===== config.mk =====
export PLATFORM = sky130hd
export DESIGN_NAME = data_sched
export DESIGN_NICKNAME = d
export VERILOG_FILES = /design/src/rtl/data_sched_pkg.sv /design/src/rtl/data_sched_buf.sv /design/src/rtl/data_sched.sv
export SDC_FILE = /design/constraint.sdc
export NUM_CORES = 1
export LEC_CHECK = 0
export BUFFER_PORTS_ARGS = -buffer_cell sky130_fd_sc_hd__buf_2
export CAP_MARGIN = 20
export CORE_MARGIN = 5
export CORE_UTILIZATION = 45
export CTS_CLUSTER_DIAMETER = 40
export CTS_CLUSTER_SIZE = 12
export DETAILED_ROUTE_END_ITERATION = 10
export PLACE_DENSITY = 0.69
export SYNTH_ARGS = -nofsm -noshare
export SYNTH_HDL_FRONTEND = slang
export SYNTH_SLANG_ARGS = --single-unit

===== constraint.sdc =====
create_clock -name clk -period 2.25 [get_ports clk]
set_clock_uncertainty 0.15 [all_clocks]
set_input_delay 0.225 -clock clk [delete_from_list [all_inputs] [get_ports clk]]
set_output_delay 0.225 -clock clk [all_outputs]
set_load 0.005 [all_outputs]

===== src/rtl/data_sched_pkg.sv =====
// Shared hunter packet definitions: BAG codes, packet lengths, buffer bases,
// fd timeout default and the scheduler state/packet enums.
package data_sched_pkg;

  localparam logic [11:0] TMO_MAX_DEF   = 12'hFFF;
  localparam logic [11:0] BUF0_BASE_DEF = 12'h000;
  localparam logic [11:0] BUF1_BASE_DEF = 12'h800;

  localparam logic [3:0] BAG_DLINK = 4'b1000;
  localparam logic [3:0] BAG_DTYPE = 4'b1001;
  localparam logic [3:0] BAG_DTEMP = 4'b1010;
  localparam logic [3:0] BAG_DATA0 = 4'b1101;
  localparam logic [3:0] BAG_DATA1 = 4'b1110;

  localparam int CHIPS      = 8;
  localparam int CHIP_BYTES = 64;
  localparam logic [9:0] LEN_CTRL = 10'd2;
  localparam logic [9:0] LEN_DATA = 10'(2 + CHIPS * CHIP_BYTES);

  typedef enum logic [1:0] {ST_IDLE, ST_MAKE, ST_RELS, ST_POST} state_e;
  typedef enum logic [1:0] {PKT_DLINK, PKT_DTYPE, PKT_DTEMP, PKT_DATA} pkt_e;

  // DATA packets alternate between two codes, selected by the toggle bit
  function automatic logic [3:0] bag_code(input pkt_e p, input logic dtog);
    case (p)
      PKT_DLINK: bag_code = BAG_DLINK;
      PKT_DTYPE: bag_code = BAG_DTYPE;
      PKT_DTEMP: bag_code = BAG_DTEMP;
      default:   bag_code = dtog ? BAG_DATA1 : BAG_DATA0;
    endcase
  endfunction

  function automatic logic [9:0] pkt_len(input pkt_e p);
    pkt_len = (p == PKT_DATA) ? LEN_DATA : LEN_CTRL;
  endfunction

endpackage


===== src/rtl/data_sched_buf.sv =====
// Ping-pong buffer tracker: next buffer to fill plus per-buffer busy flags.
module data_sched_buf (
  input  logic       clk,
  input  logic       rst,
  input  logic       post_i,
  input  logic       done_i,
  input  logic       done_buf_i,
  output logic       wr_sel_o,
  output logic [1:0] busy_o
);

  logic       wr_sel_q, wr_sel_d;
  logic [1:0] busy_q, busy_d;
  logic [1:0] set_v, clr_v;

  // A post and a release of the same buffer in one cycle leaves it busy
  always_comb begin
    set_v = '0;
    clr_v = '0;
    if (post_i) set_v[wr_sel_q] = 1'b1;
    if (done_i) clr_v[done_buf_i] = 1'b1;
    busy_d   = (busy_q & ~clr_v) | set_v;
    wr_sel_d = wr_sel_q ^ post_i;
  end

  always_ff @(posedge clk or negedge rst) begin
    if (!rst) begin
      wr_sel_q <= 1'b0;
      busy_q   <= '0;
    end else begin
      wr_sel_q <= wr_sel_d;
      busy_q   <= busy_d;
    end
  end

  assign wr_sel_o = wr_sel_q;
  assign busy_o   = busy_q;

endmodule


===== src/rtl/data_sched.sv =====
// Packet scheduler: arbitrates request pulses, drives the packet maker and
// posts finished ping-pong buffers to the transmitter.
module data_sched
  import data_sched_pkg::*;
#(
  parameter logic [11:0] TMO_MAX   = TMO_MAX_DEF,
  parameter logic [11:0] BUF0_BASE = BUF0_BASE_DEF,
  parameter logic [11:0] BUF1_BASE = BUF1_BASE_DEF
) (
  input  logic        clk,
  input  logic        rst,
  input  logic [3:0]  req,
  output logic        fs,
  output logic [3:0]  btype,
  output logic [11:0] ram_data_init,
  input  logic        fd,
  output logic        tx_valid,
  input  logic        tx_ready,
  output logic [11:0] tx_addr,
  output logic [9:0]  tx_len,
  output logic        tx_buf,
  input  logic        tx_done,
  input  logic        tx_done_buf,
  output logic        err_tmo,
  output logic        busy
);

  state_e      state_q, state_d;
  pkt_e        grant_q, grant_d, arb_pkt;
  logic        gvld_q, gvld_d;
  logic [3:0]  pend_q, pend_d, pend_clr;
  logic        dtog_q, dtog_d;
  logic [11:0] cnt_q, cnt_d;
  logic        fs_q, fs_d, txv_q, txv_d, tmo_q, tmo_d, txb_q, txb_d;
  logic [3:0]  btype_q, btype_d;
  logic [11:0] rdi_q, rdi_d, txa_q, txa_d;
  logic [9:0]  txl_q, txl_d;
  logic        post, wr_sel;
  logic [1:0]  buf_busy;
  logic [11:0] wr_base;

  data_sched_buf u_buf (
    .clk        (clk),
    .rst        (rst),
    .post_i     (post),
    .done_i     (tx_done),
    .done_buf_i (tx_done_buf),
    .wr_sel_o   (wr_sel),
    .busy_o     (buf_busy)
  );

  assign wr_base = wr_sel ? BUF1_BASE : BUF0_BASE;

  always_comb begin
    arb_pkt = PKT_DATA;
    if (pend_q[0])      arb_pkt = PKT_DLINK;
    else if (pend_q[1]) arb_pkt = PKT_DTYPE;
    else if (pend_q[2]) arb_pkt = PKT_DTEMP;
  end

  // A timeout drops the grant, so gvld_q doubles as the "post after release" flag
  always_comb begin
    state_d  = state_q;
    grant_d  = grant_q;
    gvld_d   = gvld_q;
    dtog_d   = dtog_q;
    cnt_d    = cnt_q;
    fs_d     = fs_q;
    btype_d  = btype_q;
    rdi_d    = rdi_q;
    txv_d    = txv_q;
    txa_d    = txa_q;
    txl_d    = txl_q;
    txb_d    = txb_q;
    tmo_d    = 1'b0;
    pend_clr = '0;
    post     = 1'b0;
    case (state_q)
      ST_IDLE: begin
        if ((|pend_q) && !buf_busy[wr_sel]) begin
          grant_d  = arb_pkt;
          gvld_d   = 1'b1;
          pend_clr = 4'b0001 << arb_pkt;
          btype_d  = bag_code(arb_pkt, dtog_q);
          rdi_d    = wr_base;
          fs_d     = 1'b1;
          cnt_d    = '0;
          state_d  = ST_MAKE;
        end
      end
      ST_MAKE: begin
        if (fd) begin
          fs_d    = 1'b0;
          state_d = ST_RELS;
        end else if (cnt_q == TMO_MAX - 12'd1) begin
          fs_d    = 1'b0;
          tmo_d   = 1'b1;
          gvld_d  = 1'b0;
          state_d = ST_RELS;
        end else begin
          cnt_d = cnt_q + 12'd1;
        end
      end
      ST_RELS: begin
        if (!fd) begin
          if (gvld_q) begin
            txv_d   = 1'b1;
            txa_d   = wr_base;
            txl_d   = pkt_len(grant_q);
            txb_d   = wr_sel;
            state_d = ST_POST;
          end else begin
            state_d = ST_IDLE;
          end
        end
      end
      default: begin
        if (tx_ready) begin
          post    = 1'b1;
          txv_d   = 1'b0;
          gvld_d  = 1'b0;
          if (grant_q == PKT_DATA) dtog_d = ~dtog_q;
          state_d = ST_IDLE;
        end
      end
    endcase
    pend_d = (pend_q & ~pend_clr) | req;
  end

  always_ff @(posedge clk or negedge rst) begin
    if (!rst) begin
      state_q <= ST_IDLE;
      grant_q <= PKT_DLINK;
      gvld_q  <= 1'b0;
      pend_q  <= '0;
      dtog_q  <= 1'b0;
      cnt_q   <= '0;
      fs_q    <= 1'b0;
      btype_q <= '0;
      rdi_q   <= BUF0_BASE;
      txv_q   <= 1'b0;
      txa_q   <= '0;
      txl_q   <= '0;
      txb_q   <= 1'b0;
      tmo_q   <= 1'b0;
    end else begin
      state_q <= state_d;
      grant_q <= grant_d;
      gvld_q  <= gvld_d;
      pend_q  <= pend_d;
      dtog_q  <= dtog_d;
      cnt_q   <= cnt_d;
      fs_q    <= fs_d;
      btype_q <= btype_d;
      rdi_q   <= rdi_d;
      txv_q   <= txv_d;
      txa_q   <= txa_d;
      txl_q   <= txl_d;
      txb_q   <= txb_d;
      tmo_q   <= tmo_d;
    end
  end

  assign fs            = fs_q;
  assign btype         = btype_q;
  assign ram_data_init = rdi_q;
  assign tx_valid      = txv_q;
  assign tx_addr       = txa_q;
  assign tx_len        = txl_q;
  assign tx_buf        = txb_q;
  assign err_tmo       = tmo_q;
  assign busy          = (state_q != ST_IDLE);

endmodule


Word level (Yosys, flattened, before mapping)
Index checks and enable logic that the tools add are counted.
- input port bits: 10
- ROM bits: 0
- register bits after elaboration: 67
- word-level logic and storage cells: 112
- RAM bits: 0
- memories kept: 0
- output and inout port bits: 43
- latch bits: 0
- bitwise logic cells: 12
- muxes and demuxes: 43
- shift operators: 1
- add/sub/neg operators: 1
- divide/modulo/power cells: 0
- reductions and logical operators: 22
- eq/ne operators: 13
- $mul: 0
- $lt $le $gt $ge: 4
- operator list (cell ; number):
    12-bit 2-to-1 mux ; 4
    12-bit one-hot mux with 2 select lines ; 1
    2-bit 2-to-1 mux ; 11
    1-bit 2-to-1 mux ; 17
    12-bit by 1-bit adder with 12-bit output (second input constant) ; 1
    12-bit == test (second input constant) ; 1
    2-bit inequality test (second input constant) ; 6
    4-bit AND reduction ; 3
    10-bit 2-to-1 mux ; 1
    3-bit one-hot mux with 3 select lines ; 1
    3-bit AND reduction ; 3
    4-bit 2-to-1 mux ; 2
    2-bit == test (second input constant) ; 3
    2-bit one-hot mux with 3 select lines ; 1
    2-bit nonzero test ; 3
    1-bit inverter ; 5
    5-bit AND reduction ; 1
    4-bit bitwise AND ; 1
    2-bit by 1-bit == test with 1-bit output (second input constant) ; 2
    2-bit logical NOT ; 2
    1-bit by 2-bit less-than comparator with 1-bit output (second input constant) ; 2
    4-bit inverter ; 1
    4-bit OR ; 1
    1-bit one-hot mux with 2 select lines ; 2
    other kinds (17) ; 21

Depth between registers and ports, before layout
Gate-level depths: netlist of the first run.
- word-level depth: 9
- depth in mapped cells: 7
- depth with buffers taken out: 6

By module
Synthesis of the first run repeated with hierarchy kept, for this count alone.
- cell total of the unflattened synthesis: 208
- area, all modules: 1934.4 sq um
- modules (own cells, without submodules) (module ; instances ; cells an instance ; area each (sq um) ; sequential area each (sq um)):
    data_sched ; 1 ; 197 ; 1801.7 ; 825.8
    data_sched_buf ; 1 ; 11 ; 132.6 ; 75.1

Least setup slack after synthesis of the first run
OpenSTA, ideal clock, no wires.
- path type: register to register
- from: reg cnt_q[0]
- to: reg cnt_q[7]
- library setup time: 0.122 ns
- stages on the path, launching flop included: 8
- clock period less this slack: 1.953 ns
- arrival: 1.681 ns
- required time: 1.978 ns
- path slack: 0.297 ns
- buffers on the path: 1
- cell sequence: dfrtp_1 -> inv_1 -> ha_1 -> and4_1 -> and4_1 -> buf_2 -> or4_1 -> o2111a_1
- longest elaborated chain between the ends: 4
- elaborated cells on any way between the ends: 7
- those cells by class: add/sub (1); eq/ne (2); mux (3); reduce/logical (1)
- RTL lines (item ; RTL line ; text):
    start: declaration ; data_sched.sv:33 ; logic [11:0] cnt_q, cnt_d;
    start signal: assignment ; data_sched.sv:152 ; cnt_q <= cnt_d;
    12-bit by 1-bit adder with 12-bit output ; data_sched.sv:101 ; cnt_d = cnt_q + 12'd1;
    12-bit 2-to-1 mux ; data_sched.sv:95 ; end else if (cnt_q == TMO_MAX - 12'd1) begin
    12-bit 2-to-1 mux ; data_sched.sv:92 ; if (fd) begin
    12-bit one-hot mux with 2 select lines ; data_sched.sv:78 ; case (state_q)
Several ways; a longest one is shown, not always the timed one. The select of a mux whose other input is x is not followed.
A chain may end at the register's enable or synchronous reset.

Worst setup path after layout of the first run
- from: reg u_buf.wr_sel_q (netlist: u_buf.wr_sel_o)
- to: reg pend_q[3]
- longest elaborated chain between the ends: 9
- RTL lines (item ; RTL line ; text):
    start: declaration ; data_sched_buf.sv:12 ; logic wr_sel_q, wr_sel_d;
    start signal: assignment ; data_sched_buf.sv:31 ; wr_sel_q <= wr_sel_d;
    1-bit 2-to-1 mux (not written as such) (2 in series) ; data_sched.sv:80 ; if ((|pend_q) && !buf_busy[wr_sel]) begin
    1-bit logical NOT ; data_sched.sv:80 ;
    1-bit logical AND ; data_sched.sv:80 ;
    4-bit 2-to-1 mux ; data_sched.sv:80 ;
    4-bit 2-to-1 mux ; data_sched.sv:78 ;
    4-bit inverter ; data_sched.sv:127 ; pend_d = (pend_q & ~pend_clr) | req;
    4-bit bitwise AND ; data_sched.sv:127 ;
    4-bit OR ; data_sched.sv:127 ;
    via pend_d[3] ; data_sched.sv:31 ; logic [3:0] pend_q, pend_d, pend_clr;
    end signal: assignment ; data_sched.sv:150 ; pend_q <= pend_d;
    end: declaration ; data_sched.sv:31 ;
The timed path passes the listed nets, and every way through them passes these cells. The select of a mux whose other input is x is not followed.

==> insert_results.sql, run 1 <==
INSERT INTO impl_metrics (metric_group, metric, value, unit) VALUES
('synth', 'synthesis.yosys.warnings', '0', ''),
('worst_setup_path', 'path_class', 'register to register', ''),
('finish', 'layout.cells.most_common_list', '36 x sky130_fd_sc_hd__dfrtp_1, 30 x sky130_fd_sc_hd__conb_1, 22 x sky130_fd_sc_hd__buf_2, 18 x sky130_fd_sc_hd__nand2_1, 13 x sky130_fd_sc_hd__o21ai_0', ''),
('clock_tree', 'clock_insertion_delay_worst_skew', '0.29', 'ns'),
('place', 'io_buffers', '22', ''),
('die', 'die_h', '76.5', 'µm'),
('clock_tree', 'cts-root-to-sink-buffers', '2', ''),
('synth', 'syn_area_per_cell', '9.62', 'µm²'),
('clock_tree', 'cts_root_buf', 'sky130_fd_sc_hd__clkbuf_8', ''),
('sta', 'rsz0062_at_grt', 'false', ''),
('die', 'io_pins', '53', ''),
('die', 'fp.coreArea', '4320', 'µm²'),
('worst_setup_path', 'critical_path.endpoint_type', 'register', ''),
('finish', 'flow.area_growth_from_synthesis', '12.4', '%'),
('synth', 'synth_largest_type_area_fraction', '0.452', ''),
('routing', 'wirelength', '4.02', 'mm'),
('clock_tree', 'tritoncts_clock_tree', 'done', ''),
('sta', 'final.setup.tns', '0', 'ns'),
('routing', 'wire_per_inst', '13.6', 'µm'),
('synth', 'syn_inst', '207', ''),
('finish', 'drive_above_1_share', '0.189', ''),
('min_path', 'holdCritPathClass', 'input port to register', ''),
('synth', 'top_flip_flop_cell_by_instance_count_after_synthesis', 'sky130_fd_sc_hd__dfrtp_1', ''),
('worst_setup_path', 'crit-reg2reg-capture', 'pend_q[3]', ''),
('finish', 'n_antenna_cell', '0', ''),
('die', 'start_util', '0.461', ''),
('die', 'dieArea', '5860', 'µm²'),
('synth', 'yosys-top-cells-area', 'sky130_fd_sc_hd__dfrtp_1 45%, sky130_fd_sc_hd__buf_4 12%, sky130_fd_sc_hd__nand2_1 3.4%', ''),
('die', 'die_width', '76.5', 'µm'),
('worst_setup_path', 'r2r_slack', '0.15', 'ns'),
('sta', 'final-setup-viol-count', '0', ''),
('synth', 'post-synth-top-area-cell', 'sky130_fd_sc_hd__dfrtp_1', ''),
('worst_setup_path', 'worst_setup_path_endpoint', 'pend_q[3]', ''),
('finish', 'multi_input_area', '886', 'µm²'),
('power_and_ir_drop', 'vdd.ir_drop.worst', '346', 'µV'),
('synth', 'post_synth_arst_share', '1.00', ''),
('finish', 'final_core_utilization', '0.518', ''),
('sta', 'report.final.hold_viol_count', '0', ''),
('place', 'gp_congestion', '0.881', ''),
('routing', 'drc', '0', ''),
('routing', 'dr_total_vias', '1502', ''),
('die', 'row_count', '24', ''),
('sta', 'worst_pin_slew', '0.771', 'ns'),
('global_routing', 'grt-ovfl-total', '0', ''),
('synth', 'synth-seq-area-share', '0.452', ''),
('finish', 'filler_cell_count', '417', ''),
('sta', 'layout_worst_path_cycle_share', '0.935', ''),
('worst_setup_path', 'cp_max_fo', '15', ''),
('run_status', 'status', 'finished, final reports clean', ''),
('clock_tree', 'post_cts_resized', '0', ''),
('clock_tree', 'cts_htree_levels', '2', ''),
('worst_setup_path', 'reg_to_reg_startpoint', 'u_buf.wr_sel_o', ''),
('job', 'max-cap-violations', '0', ''),
('worst_setup_path', 'timing.critical_path.required', '2.29', 'ns'),
('sta', 'finalWorstSetupSlack', '0.147', 'ns'),
('routing', 'avgViaCountPerCell', '5.09', ''),
('synth', 'number_of_flops_mapped_to_enable_cells_by_yosys', '0', ''),
('synth', 'number_of_register_bits_inferred_by_synthesis', '36', ''),
('finish', 'design.final.nets', '256', ''),
('global_routing', 'antenna_found_initial', '0', ''),
('global_routing', 'grt_usage', '0.145', ''),
('synth', 'synth.cell_area', '1990', 'µm²'),
('synth', 'yosysUniqueCellTypes', '46', ''),
('sta', 'maxSlewHeadroom', '0.486', ''),
('place', 'pre_cts_slack', '0.155', 'ns'),
('routing', 'detail_route.first_pass.iterations', '4', ''),
('finish', 'final_common_cell', 'sky130_fd_sc_hd__dfrtp_1', ''),
('power_and_ir_drop', 'p_per_area', '1040', 'nW/µm²'),
('worst_setup_path', 'timing.critical_path.from', 'u_buf.wr_sel_o', ''),
('worst_setup_path', 'startpoint_type', 'register', ''),
('global_routing', 'grt_first_pass_wirelength', '7.08', 'mm');
## layout make-up
cell class	instances	area share
clock inverter	3	0.0190
tap	52	0.0291
timing repair buffer	37	0.105
multi-input combinational	151	0.396
clock buffer	5	0.0307
inverter	11	0.0184
sequential	36	0.402
## where the power goes
part	internal (mW)	total (mW)	switching, mW
sequential	0.807	0.943	0.137
combinational	0.362	0.808	0.446
clock	0.328	0.571	0.243
total	1.50	2.32	0.826
## routing by layer
layer / up-vias / global-route usage / share of wire
met2: 34 / 0.237 / 0.51
met4: 0 / 0.0385 / 0.0077
met5: - / 0 / 0
met3: 4 / 0.0426 / 0.049
li1: 742 / - / -
met1: 722 / 0.186 / 0.43
## flip-flops by register name, summed over array words and instances, names as in the netlist
signal,cells
ram_data_init,1
u_buf.wr_sel_o,1
tx_valid,1
fs,1
state_q,2
tx_len,2
grant_q,2
btype,4
gvld_q,1
dtog_q,1
err_tmo,1
u_buf.busy_o,2
pend_q,4
tx_buf,1
cnt_q,12
## stage by stage
stage | cell area (µm²) | hold slack (ns) | power (mW) | cells
5_1_grt | 2240 | 0.0552 | 2.50 | 295
3_5_place_dp | 2080 | 0.209 | 1.75 | 282
4_1_cts | 2240 | 0.0573 | 2.34 | 295
3_3_place_gp | 2080 | 0.206 | 1.74 | 282
2_1_floorplan | 2100 | -0.221 | 1.49 | 236
6_report | 2240 | 0.0599 | 2.32 | 295
## worst max-delay path, cell delays in order, from the launching register on
cell and delay, ns:
sky130_fd_sc_hd__dfrtp_1 0.42, sky130_fd_sc_hd__mux2_4 0.32, sky130_fd_sc_hd__or3_4 0.48, sky130_fd_sc_hd__or4_4 0.44, sky130_fd_sc_hd__a21o_1 0.18
## how the worst min path moves through the flow
stage	startpoint	endpoint	depth (start not counted)
5_1_grt	tx_done_buf	u_buf.busy_o[1]	3
2_1_floorplan	rst	btype[0]	0
3_3_place_gp	rst	ram_data_init[11]	1
6_report	tx_done_buf	u_buf.busy_o[1]	3
3_5_place_dp	rst	ram_data_init[11]	1
4_1_cts	tx_done_buf	u_buf.busy_o[1]	3
## cell families (layout without fill, tap and decap cells)
family / Yosys count / after routing / synth area share
other: 1 / 30 / 0.00188
buffers and inverters: 49 / 56 / 0.158
AND/OR/NAND/NOR: 69 / 69 / 0.193
multiplexers: 2 / 2 / 0.0132
flip-flops: 36 / 36 / 0.452
XOR/XNOR: 2 / 2 / 0.00880
AO/OA/AOI/OAI: 44 / 44 / 0.148
adder cells (fa/ha/maj): 4 / 4 / 0.0251
## synthesized netlist by cell type, drive strengths merged, types with 2 or more instances
master  instances
a21o            6
buf            37
dfrtp          36
nor3            3
or3             3
or2             2
o21ai          14
ha              4
and2            2
or4             2
o31ai           2
o221ai          2
and4            4
nor4            2
and3            3
nand4           7
nand2b          5
nor2            6
a31oi           8
nor2b           3
inv            11
nand2          18
mux2            2
nand3           8
o211ai          3
## repair_timing
item	CTS	global route
buffers inserted	0	0
hold buffers	5	0
endpoints found under the hold margin	40	0
(Power assumes the default switching activity.)
==> run 2: changes to the inputs <==
--- a/config.mk
+++ b/config.mk
@@ -12,7 +12,9 @@
 export CTS_CLUSTER_DIAMETER = 40
 export CTS_CLUSTER_SIZE = 12
 export DETAILED_ROUTE_END_ITERATION = 10
-export PLACE_DENSITY = 0.69
+export PLACE_DENSITY = 0.72
+export REMOVE_ABC_BUFFERS = 1
+export SLEW_MARGIN = 30
 export SYNTH_ARGS = -nofsm -noshare
 export SYNTH_HDL_FRONTEND = slang
 export SYNTH_SLANG_ARGS = --single-unit
==> constraint.sdc (replaced) <==
create_clock -name clk -period 1.8 [get_ports clk]
set_clock_uncertainty 0.15 [all_clocks]
set_input_delay 0.18 -clock clk [delete_from_list [all_inputs] [get_ports clk]]
set_output_delay 0.18 -clock clk [all_outputs]
set_load 0.005 [all_outputs]
==> insert_results.sql, run 2 (synthesis gave the netlist of run 1 again) <==
INSERT INTO impl_metrics (metric_group, metric, value, unit) VALUES
('finish', 'flow.area_growth_from_synthesis', '26.0', '%'),
('worst_setup_path', 'timing.critical_path.required', '1.83', 'ns'),
('sta', 'final_max_slew_viol_count', '0', ''),
('worst_setup_path', 'critical_path.endpoint_type', 'register', ''),
('run_status', 'failing_checks', 'setup timing', ''),
('worst_setup_path', 'critical_path_arrival', '1.98', 'ns'),
('clock_tree', 'cts_htree_levels', '2', ''),
('sta', 'min_period', '1.95', 'ns'),
('global_routing', 'grt_pass1_vias', '1621', ''),
('routing', 'postRouteAntennaNets', '0', ''),
('sta', 'layout_worst_path_cycle_share', '1.08', ''),
('place', 'detailedPlacementHpwl', '3.10', 'mm'),
('routing', 'drc', '0', ''),
('finish', 'drive_above_1_share', '0.306', ''),
('die', 'die_h', '76.5', 'µm'),
('die', 'fp.coreArea', '4320', 'µm²'),
('die', 'start_util', '0.461', ''),
('worst_setup_path', 'r2r_slack', '-0.15', 'ns'),
('die', 'die_width', '76.5', 'µm'),
('sta', 'rsz0062_at_grt', 'true', ''),
('min_path', 'holdCritPathClass', 'input port to register', ''),
('finish', 'post_layout_inst_area', '2510', 'µm²'),
('sta', 'hold-worst-slack', '0.0338', 'ns'),
('clock_tree', 'numCtsBuffers', '5', ''),
('finish', 'regMostFlops', 'cnt_q', ''),
('global_routing', 'grt_first_pass_wirelength', '7.48', 'mm'),
('routing', 'met3_wirelength', '320', 'µm'),
('place', 'placedInstanceArea', '2250', 'µm²'),
('routing', 'drt_iter0_drc', '81', ''),
('finish', 'final_common_cell', 'sky130_fd_sc_hd__dfrtp_1', ''),
('power_and_ir_drop', 'total_power', '3.13', 'mW'),
('routing', 'met1_length', '1.86', 'mm'),
('clock_tree', 'cts_num_sinks', '36', ''),
('finish', 'filler_cell_count', '410', ''),
('routing', 'wire_per_inst', '13.7', 'µm'),
('clock_tree', 'tritoncts_clock_tree', 'done', ''),
('clock_tree', 'clk_pin_slew', '0.07', 'ns'),
('finish', 'final-seq-area', '901', 'µm²'),
('sta', 'finalWorstSetupSlack', '-0.150', 'ns'),
('clock_tree', 'cts-root-to-sink-buffers', '2', ''),
('worst_setup_path', 'path_class', 'register to register', ''),
('place', 'pre_cts_slack', '-0.175', 'ns'),
('sta', 'final-setup-viol-count', '18', ''),
('worst_setup_path', 'worst-r2r-cell-count', '4', ''),
('routing', 'wirelength', '4.42', 'mm'),
('sta', 'final.setup.tns', '-1.01', 'ns'),
('finish', 'layout.cells.most_common_list', '36 x sky130_fd_sc_hd__dfrtp_1, 34 x sky130_fd_sc_hd__buf_4, 30 x sky130_fd_sc_hd__conb_1, 22 x sky130_fd_sc_hd__buf_2, 16 x sky130_fd_sc_hd__nand2_1', ''),
('worst_setup_path', 'worst_setup_path_endpoint', 'pend_q[3]', ''),
('routing', 'topRoutingLayerUsed', 'met4', ''),
('die', 'row_count', '24', ''),
('sta', 'fmax', '0.513', 'GHz'),
('finish', 'n_antenna_cell', '0', ''),
('worst_setup_path', 'crit-reg2reg-capture', 'pend_q[3]', ''),
('die', 'io_pins', '53', ''),
('finish', 'largest_reg_flops', '12', ''),
('clock_tree', 'cts_root_buf', 'sky130_fd_sc_hd__clkbuf_8', ''),
('worst_setup_path', 'startpoint_type', 'register', ''),
('global_routing', 'grt-ovfl-total', '0', ''),
('global_routing', 'pin_count_of_the_biggest_net_entering_global_routing', '37', ''),
('global_routing', 'grt_usage', '0.156', ''),
('die', 'dieArea', '5860', 'µm²'),
('power_and_ir_drop', 'vdd.ir_drop.worst', '703', 'µV'),
('worst_setup_path', 'cp_max_fo', '4', ''),
('routing', 'avgViaCountPerCell', '5.05', ''),
('sta', 'report.final.hold_viol_count', '0', ''),
('global_routing', 'antenna_found_initial', '0', ''),
('routing', 'wl_met2', '2.17', 'mm'),
('finish', 'final_core_utilization', '0.580', ''),
('finish', 'instances_no_fill', '323', ''),
('place', 'dp_cells', '305', ''),
('place', 'io_buffers', '22', ''),
('power_and_ir_drop', 'cellLeakagePower', '1.23', 'nW'),
('job', 'max-cap-violations', '0', ''),
('finish', 'multi_input_area', '935', 'µm²'),
('finish', 'design.final.nets', '284', ''),
('run_status', 'status', 'complete, but fails checks', ''),
('worst_setup_path', 'timing.critical_path.from', 'u_buf.wr_sel_o', ''),
('power_and_ir_drop', 'p_per_area', '1250', 'nW/µm²'),
('routing', 'dr_total_vias', '1631', ''),
('place', 'gp_congestion', '0.800', ''),
('routing', 'detail_route.first_pass.iterations', '4', ''),
('worst_setup_path', 'reg_to_reg_startpoint', 'u_buf.wr_sel_o', ''),
('clock_tree', 'clock_insertion_delay_worst_skew', '0.29', 'ns');
run 2: metal layers:
layer,global-route usage,vias up
li1,-,797
met1,0.194,766
met2,0.253,59
met3,0.0414,9
met4,0.0647,0
met5,0,-
run 2: worst min path at each step:
stage                                 end  slack, ns         from  cells after the start
after floorplan                  btype[0]      -0.27          rst                      0
after global placement             tx_buf       0.09          rst                      2
after detailed placement           tx_buf       0.10          rst                      2
after CTS                 u_buf.busy_o[1]       0.02  tx_done_buf                      3
after global routing      u_buf.busy_o[1]       0.05  tx_done_buf                      3
final                     u_buf.busy_o[1]       0.03  tx_done_buf                      3
run 2: report_power, final:
group / internal [mW] / switching, mW
sequential: 1.01 / 0.137
clock: 0.411 / 0.287
combinational: 0.623 / 0.665
run 2: repair_timing:
| item | CTS | global route |
|---|---|---|
| setup endpoints to repair | 19 | 22 |
| pin swaps | 4 | 5 |
| hold buffers | 5 | 0 |
| buffers inserted | 1 | 4 |
| hold endpoints to repair | 40 | 0 |
| gates resized for setup | 9 | 9 |
run 2: cell type report:
cell class | count | area share
clock buffers | 6 | 0.0289
clock inverters | 2 | 0.0140
inverters | 11 | 0.0165
multi-input cells | 151 | 0.372
flip-flops and latches | 36 | 0.359
well taps | 52 | 0.0259
repair buffers | 65 | 0.183
run 2: worst max-delay path, stage by stage (launching register included):
cell and delay (ns):
sky130_fd_sc_hd__dfrtp_1 0.39, sky130_fd_sc_hd__mux2_4 0.31, sky130_fd_sc_hd__or3_4 0.39, sky130_fd_sc_hd__or4_4 0.43, sky130_fd_sc_hd__a21o_1 0.18
==> run 3: changes to the inputs <==
--- a/config.mk
+++ b/config.mk
@@ -14,7 +14,7 @@
 export DETAILED_ROUTE_END_ITERATION = 10
 export PLACE_DENSITY = 0.72
 export REMOVE_ABC_BUFFERS = 1
-export SLEW_MARGIN = 30
+export SETUP_SLACK_MARGIN = 0.05
 export SYNTH_ARGS = -nofsm -noshare
 export SYNTH_HDL_FRONTEND = slang
 export SYNTH_SLANG_ARGS = --single-unit
==> insert_results.sql, run 3 (synthesis gave the netlist of run 1 again) <==
INSERT INTO impl_metrics (metric_group, metric, value, unit) VALUES
('min_path', 'holdCritPathClass', 'input port to register', ''),
('routing', 'avgViaCountPerCell', '5.06', ''),
('worst_setup_path', 'path_class', 'register to register', ''),
('finish', 'multi_input_area', '951', 'µm²'),
('clock_tree', 'numCtsBuffers', '5', ''),
('die', 'fp.coreArea', '4320', 'µm²'),
('worst_setup_path', 'timing.critical_path.slowest_stage_cell', 'sky130_fd_sc_hd__or4_4', ''),
('power_and_ir_drop', 'cellLeakagePower', '1.23', 'nW'),
('clock_tree', 'cts_root_buf', 'sky130_fd_sc_hd__clkbuf_8', ''),
('place', 'placedInstanceArea', '2250', 'µm²'),
('worst_setup_path', 'timing.critical_path.max_delay_family', 'simple AND/OR/NAND/NOR gates', ''),
('global_routing', 'grt_first_pass_wirelength', '7.48', 'mm'),
('routing', 'drc', '0', ''),
('power_and_ir_drop', 'pwr-share-comb', '0.421', ''),
('sta', 'final-setup-viol-count', '18', ''),
('routing', 'met3_wirelength', '317', 'µm'),
('routing', 'dr_total_vias', '1641', ''),
('power_and_ir_drop', 'sequential_group_share_of_total_power', '0.360', ''),
('global_routing', 'pin_count_of_the_biggest_net_entering_global_routing', '37', ''),
('power_and_ir_drop', 'vdd.ir_drop.worst', '726', 'µV'),
('routing', 'met1_length', '1.86', 'mm'),
('worst_setup_path', 'startpoint_type', 'register', ''),
('die', 'start_util', '0.461', ''),
('routing', 'wl_met2', '2.25', 'mm'),
('power_and_ir_drop', 'switching_share', '0.352', ''),
('finish', 'layout.cells.most_common_list', '36 x sky130_fd_sc_hd__dfrtp_1, 36 x sky130_fd_sc_hd__buf_4, 30 x sky130_fd_sc_hd__conb_1, 22 x sky130_fd_sc_hd__buf_2, 16 x sky130_fd_sc_hd__nand2_1', ''),
('job', 'max-cap-violations', '0', ''),
('power_and_ir_drop', 'p_per_area', '1260', 'nW/µm²'),
('sta', 'report.final.hold_viol_count', '0', ''),
('global_routing', 'grt-ovfl-total', '0', ''),
('worst_setup_path', 'critical_path_arrival', '1.98', 'ns'),
('routing', 'topRoutingLayerUsed', 'met4', ''),
('finish', 'design.final.nets', '285', ''),
('worst_setup_path', 'cp_max_fo', '4', ''),
('die', 'dieArea', '5860', 'µm²'),
('sta', 'fmax', '0.513', 'GHz'),
('routing', 'wire_per_inst', '13.9', 'µm'),
('place', 'detailedPlacementHpwl', '3.10', 'mm'),
('finish', 'regMostFlops', 'cnt_q', ''),
('clock_tree', 'clk_pin_slew', '0.07', 'ns'),
('worst_setup_path', 'timing.critical_path.required', '1.83', 'ns'),
('routing', 'wirelength', '4.49', 'mm'),
('global_routing', 'grt_usage', '0.156', ''),
('sta', 'layout_worst_path_cycle_share', '1.08', ''),
('global_routing', 'antenna_found_initial', '0', ''),
('routing', 'postRouteAntennaNets', '0', ''),
('routing', 'drt_iter0_drc', '91', ''),
('sta', 'rsz0062_at_grt', 'true', ''),
('place', 'io_buffers', '22', ''),
('sta', 'min_period', '1.95', 'ns'),
('worst_setup_path', 'crit_path_cells', 'mux2_4 -> or3_4 -> or4_4 -> a21o_1', ''),
('power_and_ir_drop', 'pwr-share-clk', '0.219', ''),
('finish', 'n_antenna_cell', '0', ''),
('clock_tree', 'clock_insertion_delay_worst_skew', '0.29', 'ns'),
('die', 'row_count', '24', ''),
('routing', 'detail_route.first_pass.iterations', '5', ''),
('finish', 'instances_no_fill', '324', ''),
('worst_setup_path', 'critPathMaxStageDelay', '0.43', 'ns'),
('worst_setup_path', 'critical_path.endpoint_type', 'register', ''),
('die', 'io_pins', '53', ''),
('power_and_ir_drop', 'total_power', '3.19', 'mW'),
('sta', 'finalWorstSetupSlack', '-0.148', 'ns'),
('finish', 'largest_reg_flops', '12', ''),
('place', 'dp_cells', '305', ''),
('clock_tree', 'cts-root-to-sink-buffers', '2', ''),
('finish', 'final_core_utilization', '0.585', ''),
('run_status', 'status', 'complete, but fails checks', ''),
('finish', 'final-seq-area', '901', 'µm²'),
('power_and_ir_drop', 'internal-power', '2.07', 'mW'),
('finish', 'filler_cell_count', '408', ''),
('die', 'die_width', '76.5', 'µm'),
('sta', 'final_max_slew_viol_count', '0', ''),
('power_and_ir_drop', 'netSwitchingPower', '1.12', 'mW'),
('global_routing', 'grt_pass1_vias', '1620', ''),
('worst_setup_path', 'timing.critical_path.buf_inv', '0', ''),
('place', 'gp_congestion', '0.800', ''),
('finish', 'post_layout_inst_area', '2530', 'µm²'),
('run_status', 'failing_checks', 'setup timing', ''),
('clock_tree', 'cts_num_sinks', '36', ''),
('die', 'die_h', '76.5', 'µm'),
('finish', 'flow.area_growth_from_synthesis', '27.0', '%'),
('clock_tree', 'tritoncts_clock_tree', 'done', ''),
('clock_tree', 'cts_htree_levels', '2', ''),
('finish', 'drive_above_1_share', '0.320', '');
run 3: worst paths after layout:
kind	depth (start not counted)	slack, ns	from	end
setup / recovery	4	-0.15	u_buf.wr_sel_o	pend_q[3]
hold / removal	3	0.03	tx_done_buf	u_buf.busy_o[1]
setup reg to reg	4	-0.15	u_buf.wr_sel_o	pend_q[3]
hold reg to reg	1	0.31	tx_len[1]	tx_len[1]
max in group asynchronous	3	0.88	rst	cnt_q[4]
min in group asynchronous	3	0.30	rst	tx_buf
run 3: area by class of cell:
type | instances | area share
well taps | 52 | 0.0257
multi-input cells | 151 | 0.376
inverters | 11 | 0.0163
repair buffers | 66 | 0.183
clock buffers | 6 | 0.0287
flip-flops and latches | 36 | 0.356
clock inverters | 2 | 0.0138
run 3: worst min-delay path, delay by kind of cell:
kind / cells / cell delay, ns
buf+inv: 1 / 0.10
compound gates: 1 / 0.10
simple gates: 1 / 0.05
run 3: per-stage QoR:
step	setup slack [ns]	TNS (ns)	hold slack [ns]
6_report	-0.148	-0.993	0.0332
4_1_cts	-0.143	-0.819	0.0248
2_1_floorplan	-0.251	-0.966	-0.266
3_5_place_dp	-0.175	-1.25	0.101
3_3_place_gp	-0.140	-1.06	0.0933
5_1_grt	-0.177	-2.09	0.0522
run 3: power by group through the flow:
stage	sequential, mW	clock, mW	combinational [mW]
floorplan	1.20	0	0.542
global placement	1.15	0	1.17
detailed placement	1.16	0	1.19
CTS	1.14	0.723	1.26
global route	1.18	0.755	1.49
finish	1.15	0.698	1.34
run 3: timing repair:
item | CTS | global route
hold buffers | 5 | 0
endpoints found under the hold margin | 40 | 0
setup buffers | 1 | 5
gates resized for setup | 9 | 12
pin swaps | 5 | 5
gates cloned | 0 | 0
endpoints found under the setup margin | 22 | 26
run 3: metal layers:
metal | vias to the layer above | track usage
met1 | 773 | 0.194
met5 | - | 0
met2 | 60 | 0.253
met3 | 9 | 0.0414
li1 | 799 | -
met4 | 0 | 0.0647
